File: src/rtl/hdd_pkg.sv
// hdd_pkg: shared types and constants for the ProDOS HDD sector controller.
// Holds the FSM state encoding, the ProDOS status codes the card reports, and the
// block geometry helper used by the mount registers.
package hdd_pkg;

    typedef enum logic [2:0] {
        StIdle,
        StReq,
        StXfer,
        StDone,
        StErr
    } hdd_state_e;

    // ProDOS status codes the card returns to the 6502 (err selects between them)
    localparam logic [7:0] PRODOS_OK        = 8'h00;
    localparam logic [7:0] PRODOS_NO_DEVICE = 8'h28;
    localparam logic [7:0] PRODOS_PROTECT   = 8'h2B;

    localparam int unsigned BLOCK_BYTES = 512;
    localparam int unsigned BLOCK_SHIFT = $clog2(BLOCK_BYTES);

    // Image size in bytes to whole 512-byte blocks (bits [40:9] of the size)
    function automatic logic [31:0] size_to_blocks(input logic [63:0] size_bytes);
        return 32'(size_bytes >> BLOCK_SHIFT);
    endfunction

endpackage

File: src/rtl/hdd_sector_ctrl_if.sv
// hdd_sector_ctrl_if: host SD block-device handshake and byte-stream signals.
// master = sector controller, slave = host block device.
interface hdd_sector_ctrl_if;

    logic [31:0] sd_lba;
    logic        sd_rd;
    logic        sd_wr;
    logic        sd_ack;
    logic [8:0]  sd_buff_addr;
    logic [7:0]  sd_buff_dout;
    logic        sd_buff_wr;
    logic [7:0]  sd_buff_din;

    modport master (
        output sd_lba, sd_rd, sd_wr, sd_buff_din,
        input  sd_ack, sd_buff_addr, sd_buff_dout, sd_buff_wr
    );

    modport slave (
        input  sd_lba, sd_rd, sd_wr, sd_buff_din,
        output sd_ack, sd_buff_addr, sd_buff_dout, sd_buff_wr
    );

endinterface

File: src/rtl/hdd_mount_regs.sv
// hdd_mount_regs: image-mount state (mounted, write-protect, size in blocks)
// captured on each img_mounted pulse, plus the block range compare.
module hdd_mount_regs
    import hdd_pkg::*;
(
    input  logic        clk,
    input  logic        rst_n,
    input  logic        img_mounted,
    input  logic        img_readonly,
    input  logic [63:0] img_size,
    input  logic [15:0] sector,
    output logic        hdd_mounted,
    output logic        hdd_protect,
    output logic        out_of_range
);

    logic [31:0] blocks;

    // Capture the image description whenever the host (re)mounts or ejects
    always_ff @(posedge clk) begin
        if (!rst_n) begin
            blocks      <= '0;
            hdd_mounted <= 1'b0;
            hdd_protect <= 1'b0;
        end else if (img_mounted) begin
            blocks      <= size_to_blocks(img_size);
            hdd_mounted <= (img_size != 64'd0);
            hdd_protect <= img_readonly;
        end
    end

    // A zero-block image rejects every sector, even if some bytes are present
    always_comb begin
        out_of_range = ({16'h0, sector} >= blocks);
    end

endmodule

File: src/rtl/hdd_sector_ctrl.sv
// hdd_sector_ctrl: sequences single-block transfers between the HDD card sector
// buffer and the host SD block device, holding the 6502 in wait meanwhile.
// Optional macro HDD_CTRL_TIMEOUT_EN adds an abort after TIMEOUT_CYCLES in REQ/XFER.
module hdd_sector_ctrl
    import hdd_pkg::*;
#(
    parameter logic [31:0] LBA_BASE       = 32'h0,
    parameter int unsigned TIMEOUT_CYCLES = 4194304
) (
    input  logic              CLK_14M,
    input  logic              RESET_N,
    input  logic              hdd_read,
    input  logic              hdd_write,
    input  logic [15:0]       sector,
    input  logic              img_mounted,
    input  logic              img_readonly,
    input  logic [63:0]       img_size,
    output logic              hdd_mounted,
    output logic              hdd_protect,
    hdd_sector_ctrl_if.master sd,
    output logic [8:0]        ram_addr,
    output logic [7:0]        ram_di,
    output logic              ram_we,
    input  logic [7:0]        ram_do,
    output logic              cpu_wait,
    output logic              busy,
    output logic              err
);

    hdd_state_e  state, state_next;
    logic        op_read, op_read_next;
    logic [15:0] sector_q, sector_next;
    logic        err_next, wait_next;
    logic        out_of_range;
    logic        timeout;
    logic        in_req, in_xfer;

    hdd_mount_regs u_mount (
        .clk          (CLK_14M),
        .rst_n        (RESET_N),
        .img_mounted  (img_mounted),
        .img_readonly (img_readonly),
        .img_size     (img_size),
        .sector       (sector),
        .hdd_mounted  (hdd_mounted),
        .hdd_protect  (hdd_protect),
        .out_of_range (out_of_range)
    );

    assign in_req  = (state == StReq);
    assign in_xfer = (state == StXfer);

`ifdef HDD_CTRL_TIMEOUT_EN
    logic [21:0] tmo_cnt;

    // Transfer watchdog: held at zero in IDLE, counts every REQ/XFER cycle
    always_ff @(posedge CLK_14M) begin
        if (!RESET_N || state == StIdle) begin
            tmo_cnt <= '0;
        end else if (in_req || in_xfer) begin
            tmo_cnt <= tmo_cnt + 22'd1;
        end
    end

    assign timeout = (in_req || in_xfer) && (tmo_cnt == 22'(TIMEOUT_CYCLES - 1));
`else
    assign timeout = 1'b0;
`endif

    // Control registers: state, latched request and the wait/error flags
    always_ff @(posedge CLK_14M) begin
        if (!RESET_N) begin
            state    <= StIdle;
            op_read  <= 1'b0;
            sector_q <= '0;
            err      <= 1'b0;
            cpu_wait <= 1'b0;
        end else begin
            state    <= state_next;
            op_read  <= op_read_next;
            sector_q <= sector_next;
            err      <= err_next;
            cpu_wait <= wait_next;
        end
    end

    // Next-state logic; request checks use the mount state before any same-cycle remount
    always_comb begin
        state_next   = state;
        op_read_next = op_read;
        sector_next  = sector_q;
        err_next     = err;
        wait_next    = cpu_wait;
        case (state)
            StIdle: begin
                if (hdd_read || hdd_write) begin
                    op_read_next = hdd_read;
                    sector_next  = sector;
                    err_next     = 1'b0;
                    wait_next    = 1'b1;
                    if (!hdd_mounted || out_of_range || (!hdd_read && hdd_protect)) begin
                        state_next = StErr;
                    end else begin
                        state_next = StReq;
                    end
                end
            end
            StReq: begin
                if (sd.sd_ack) begin
                    state_next = StXfer;
                end
            end
            StXfer: begin
                // XFER is only entered with ack high, so ack low here is its falling edge
                if (!sd.sd_ack) begin
                    state_next = StDone;
                end
            end
            StDone: begin
                wait_next  = 1'b0;
                state_next = StIdle;
            end
            StErr: begin
                err_next   = 1'b1;
                wait_next  = 1'b0;
                state_next = StIdle;
            end
            default: begin
                state_next = StIdle;
            end
        endcase
        // Remount/eject or watchdog expiry abandons an in-flight transfer
        if ((img_mounted || timeout) && (state inside {StReq, StXfer, StDone})) begin
            state_next = StErr;
        end
    end

    // Host request and buffer routing, all forced to zero outside their states
    always_comb begin
        busy           = (state != StIdle);
        sd.sd_rd       = in_req && op_read;
        sd.sd_wr       = in_req && !op_read;
        sd.sd_lba      = (in_req || in_xfer) ? (LBA_BASE + {16'h0, sector_q}) : 32'h0;
        sd.sd_buff_din = in_xfer ? ram_do : 8'h0;
        ram_addr       = in_xfer ? sd.sd_buff_addr : 9'h0;
        ram_di         = in_xfer ? sd.sd_buff_dout : 8'h0;
        ram_we         = in_xfer && sd.sd_ack && sd.sd_buff_wr && op_read;
    end

endmodule

File: src/flat_wrapper.sv
// flat-port wrapper written by rule: the top's interface ports become plain ports
module hdd_sector_ctrl_flat import hdd_pkg::*;
#(
    parameter logic [31:0] LBA_BASE       = 32'h0,
    parameter int unsigned TIMEOUT_CYCLES = 4194304
)
  (CLK_14M, RESET_N, hdd_read, hdd_write, sector, img_mounted, img_readonly, img_size, hdd_mounted, hdd_protect, ram_addr, ram_di, ram_we, ram_do, cpu_wait, busy, err, sd_sd_lba, sd_sd_rd, sd_sd_wr, sd_sd_buff_din, sd_sd_ack, sd_sd_buff_addr, sd_sd_buff_dout, sd_sd_buff_wr);
  hdd_sector_ctrl_if sd_i ();
  input  logic CLK_14M;
  input  logic RESET_N;
  input  logic hdd_read;
  input  logic hdd_write;
  input  logic [15:0] sector;
  input  logic img_mounted;
  input  logic img_readonly;
  input  logic [63:0] img_size;
  output logic hdd_mounted;
  output logic hdd_protect;
  output logic [8:0] ram_addr;
  output logic [7:0] ram_di;
  output logic ram_we;
  input  logic [7:0] ram_do;
  output logic cpu_wait;
  output logic busy;
  output logic err;
  output wire logic [$bits(sd_i.sd_lba)-1:0] sd_sd_lba;
  output wire logic [$bits(sd_i.sd_rd)-1:0] sd_sd_rd;
  output wire logic [$bits(sd_i.sd_wr)-1:0] sd_sd_wr;
  output wire logic [$bits(sd_i.sd_buff_din)-1:0] sd_sd_buff_din;
  input wire logic [$bits(sd_i.sd_ack)-1:0] sd_sd_ack;
  input wire logic [$bits(sd_i.sd_buff_addr)-1:0] sd_sd_buff_addr;
  input wire logic [$bits(sd_i.sd_buff_dout)-1:0] sd_sd_buff_dout;
  input wire logic [$bits(sd_i.sd_buff_wr)-1:0] sd_sd_buff_wr;
  assign sd_sd_lba = sd_i.sd_lba;
  assign sd_sd_rd = sd_i.sd_rd;
  assign sd_sd_wr = sd_i.sd_wr;
  assign sd_sd_buff_din = sd_i.sd_buff_din;
  assign sd_i.sd_ack = sd_sd_ack;
  assign sd_i.sd_buff_addr = sd_sd_buff_addr;
  assign sd_i.sd_buff_dout = sd_sd_buff_dout;
  assign sd_i.sd_buff_wr = sd_sd_buff_wr;
  hdd_sector_ctrl #(.LBA_BASE(LBA_BASE), .TIMEOUT_CYCLES(TIMEOUT_CYCLES)) u_core (.CLK_14M(CLK_14M), .RESET_N(RESET_N), .hdd_read(hdd_read), .hdd_write(hdd_write), .sector(sector), .img_mounted(img_mounted), .img_readonly(img_readonly), .img_size(img_size), .hdd_mounted(hdd_mounted), .hdd_protect(hdd_protect), .sd(sd_i), .ram_addr(ram_addr), .ram_di(ram_di), .ram_we(ram_we), .ram_do(ram_do), .cpu_wait(cpu_wait), .busy(busy), .err(err));
endmodule
File: config.mk
export PLATFORM = sky130hd
export DESIGN_NAME = hdd_sector_ctrl_flat
export DESIGN_NICKNAME = d
export VERILOG_FILES = /design/src/rtl/hdd_pkg.sv /design/src/rtl/hdd_sector_ctrl_if.sv /design/src/rtl/hdd_mount_regs.sv /design/src/rtl/hdd_sector_ctrl.sv /design/src/flat_wrapper.sv
export SDC_FILE = /design/constraint.sdc
export NUM_CORES = 1
export LEC_CHECK = 0
export ABC_AREA = 1
export CORE_ASPECT_RATIO = 0.6
export CORE_MARGIN = 5
export CORE_UTILIZATION = 42
export CTS_BUF_LIST = sky130_fd_sc_hd__clkbuf_8
export DETAILED_ROUTE_END_ITERATION = 7
export PLACE_DENSITY = 0.88
export SLEW_MARGIN = 5
export SYNTH_ARGS = -nofsm -noshare
export SYNTH_HDL_FRONTEND = slang
export SYNTH_SLANG_ARGS = --single-unit
export TNS_END_PERCENT = 100
File: constraint.sdc
create_clock -name CLK_14M -period 4 [get_ports CLK_14M]
set_clock_uncertainty 0.15 [all_clocks]
set_input_delay 0.6 -clock CLK_14M [delete_from_list [all_inputs] [get_ports CLK_14M]]
set_output_delay 0.6 -clock CLK_14M [all_outputs]
set_load 0.02 [all_outputs]
==> results.md <==
* Worst EP arrival at 2.31 ns
* Ys async rst share at 0%
* Top-count cell post-synth: nor2_1
* Setup TNS at 0 ns
* Final setup violation count at 0
* Clock sink count at 56
* IO Pins at 178
* Rel. slew slack at 55.1%
* Initial antenna violation count at 0
* Crit path kind: flip-flop to output port
* Leakage at 2.07 nW
* Total Nets Final at 735
* Die area at 0.00920 mm^2
* Post-Syn Area at 0.00308 mm^2
* Adder-cell area share of the yosys netlist at 6.50%
* Hold Path Depth at 2
* Hold path start: u_core.sector_q[10]$_SDFFE_PN0P_
* Hold Path Class: flip-flop to flip-flop
* Antenna diodes at 0
* Post-synthesis simple-gate area fraction at 22.8%
* Hold buffer count at cts at 0
* Global route overflow at 0
* Main combinational cell family by area after synthesis: simple AND/OR/NAND/NOR gates
* # DRC at 0
* Vias in the first global route at 3209
* Clock insertion delay at the later pin of the skew report at 0.31 ns
* CP Launch Type: flip-flop
* End of the worst hold path: u_core.sector_q[10]$_SDFFE_PN0P_
* Starting density of the core at 42.7%
* I/O Buffers at 161
* Dominant synthesized flop cell: dfxtp_1
* Routed vias at 3363
* Cell area power density at 391 mW/mm^2
* Sequential cell area fraction in the yosys report at 36.4%
* Unrepaired setup endpoints after global routing: false
* Clock-pin slew on the worst setup and hold paths at 0.10 ns
* Worst R2R Path Depth at 12
* Height of the die at 76.3 um
* Slew @ Worst Pin at 0.672 ns
* Vias per inst at 4.82
* Die extent in x at 121 um
* Post-DRT Antenna Nets at 0
* Compound-Gate Fraction of Synth Area at 17.4%
* Post-CTS Resized at 0
* CTS H-tree depth at 2
* Final-report max-slew violation count at 0
* Layout cells sized above 1 at 3.95%
* CP endpoint kind: output port
* Synth area leaders: dfxtp_1, nor2_1, inv_1
* Tot Pwr at 1.86 mW
* WP data required at 3.25 ns
* DP HPWL at 8.05 mm
* Syn-to-layout area delta at 54.6%
* Final Critical Period at 3.06 ns
* Max Buffers Root-to-Sink at 2
* Distinct cells, synth at 27
* Max cap viols at 0
* Iteration-0 DRC Markers at 215
* Layout fillers at 607
* Synthesis Warnings at 0
* Top cell type by total area after synthesis: dfxtp_1
* Worst r2r dst: u_core.state[2]$_SDFFE_PN0P_
* F_max at 327 MHz
* Commonest cells in the netlist: nor2_1, inv_1, dfxtp_1
* Row Count at 24
* Final period util at 76.5%
* Flop2flop setup slack at 2.25 ns
* Core footprint at 0.00721 mm^2
* Mux cell area share after synthesis at 0%
* Number of CTS-inserted buffers at 5
* WL/cell at 13.9 um
* Worst-path maximum fanout at 26
* Pre-CTS WS at 1.27 ns
* Post-Syn Instances at 454
* CTS tree: built
* Setup repair bufs after CTS at 0
* Synth Register Bits at 56
* Max VDD drop at 0.153 mV
* Avg Cell Area, Syn at 6.78 um^2
* Largest net degree at the start of global routing at 47
* Setup ws final at 0.939 ns
* Final hold violation count at 0
* RR Startpoint: u_core.u_mount.blocks[15]$_SDFFE_PN0P_
* 1st-pass router iterations at 4
* CTS Root Cell: clkbuf_8
* Post-synth EDFFs at 0
* Synth Area in XOR/XNOR at 0%
* Placer Congestion at 0.872
* Final Util at 66.1%
* Final WL at 9.73 mm
* Status: finished, final reports clean
* First-pass GRT wire length at 15.3 mm
* Top cell type's share of synthesized area at 36.4%
* Gr usage total at 20.2%
==> routing by layer <==
layer / GRT usage [%] / up-vias / wire length (um)
li1: - / 1713 / -
met1: 26.0 / 1514 / 4220
met2: 35.2 / 121 / 4730
met3: 4.38 / 15 / 654
met4: 3.73 / 0 / 123
met5: 0 / - / 0
==> cell families (layout without fill, tap and decap cells) <==
family / after synthesis / after routing
simple gates: 165 / 165
fa+ha+maj: 16 / 16
buf+inv: 116 / 254
compound gates: 100 / 100
other cells: 1 / 16
flops: 56 / 56
==> worst max path at each step <==
stage	cells past startpoint	slack, ns	to	from
floorplan	8	1.95	sd_sd_lba[10]	u_core.state[0]$_SDFFE_PP0P_
global placement	4	1.36	ram_we	sd_sd_ack
detailed placement	8	1.27	sd_sd_lba[1]	u_core.state[2]$_SDFFE_PN0P_
CTS	8	0.91	sd_sd_lba[1]	u_core.state[2]$_SDFFE_PN0P_
global route	8	0.77	sd_sd_lba[1]	u_core.state[0]$_SDFFE_PP0P_
finish	8	0.94	sd_sd_lba[1]	u_core.state[2]$_SDFFE_PN0P_
==> per-stage QoR <==
stage	instances	area [um^2]	hold slack, ns
after floorplan	469	3140	0.280
after global placement	690	4670	0.292
after detailed placement	690	4670	0.296
after CTS	698	4760	0.311
after global routing	698	4760	0.329
final	698	4760	0.311
==> layout by cell type, fill, tap and decap left out, types with 3 or more instances in the layout <==
master           synthesis  final
clkdlybuf4s50_1          0    161
clkbuf_8                 0      6
nand2_1                 44     44
ha_1                    16     16
o21ai_1                 10     10
dfxtp_1                 56     56
o21ai_0                 36     36
nand4_1                  3      3
nor2_1                  86     86
conb_1                   1     16
nand3_1                  7      7
a21oi_1                 46     46
nor4_1                  19     19
inv_2                    6      6
inv_1                   77     77
==> registers in the layout, indices dropped and copies added, names as in the netlist <==
signal and cells:
u_core.op_read 1, u_core.sector_q 16, u_core.u_mount.hdd_mounted 1, u_core.state 3, u_core.cpu_wait 1, u_core.err 1
u_core.u_mount.blocks 32, u_core.u_mount.hdd_protect 1
==> power by group <==
part	internal, mW	switching, mW
combinational	0.349	0.481
clock	0.139	0.180
sequential	0.666	0.0480
total	1.15	0.709
==> final cells by class <==
| class | instances | area (um^2) | area share, % |
|---|---|---|---|
| flip-flops and latches | 56 | 1120 | 23.5 |
| clock inverters | 2 | 10.0 | 0.210 |
| clock buffers | 6 | 82.6 | 1.73 |
| well taps | 91 | 114 | 2.39 |
| multi-input cells | 297 | 1500 | 31.4 |
| repair buffers | 163 | 1630 | 34.2 |
| inverters | 83 | 312 | 6.54 |
==> critical path, stage by stage (launching register included) <==
cell	delay [ns]
dfxtp_1	0.41
nor2_2	0.07
inv_2	0.08
nor2_2	0.05
inv_2	0.32
nand2_1	0.17
inv_2	0.25
nor2_1	0.09
clkdlybuf4s50_1	0.55
Note: power is estimated with default switching activity, not from simulation.
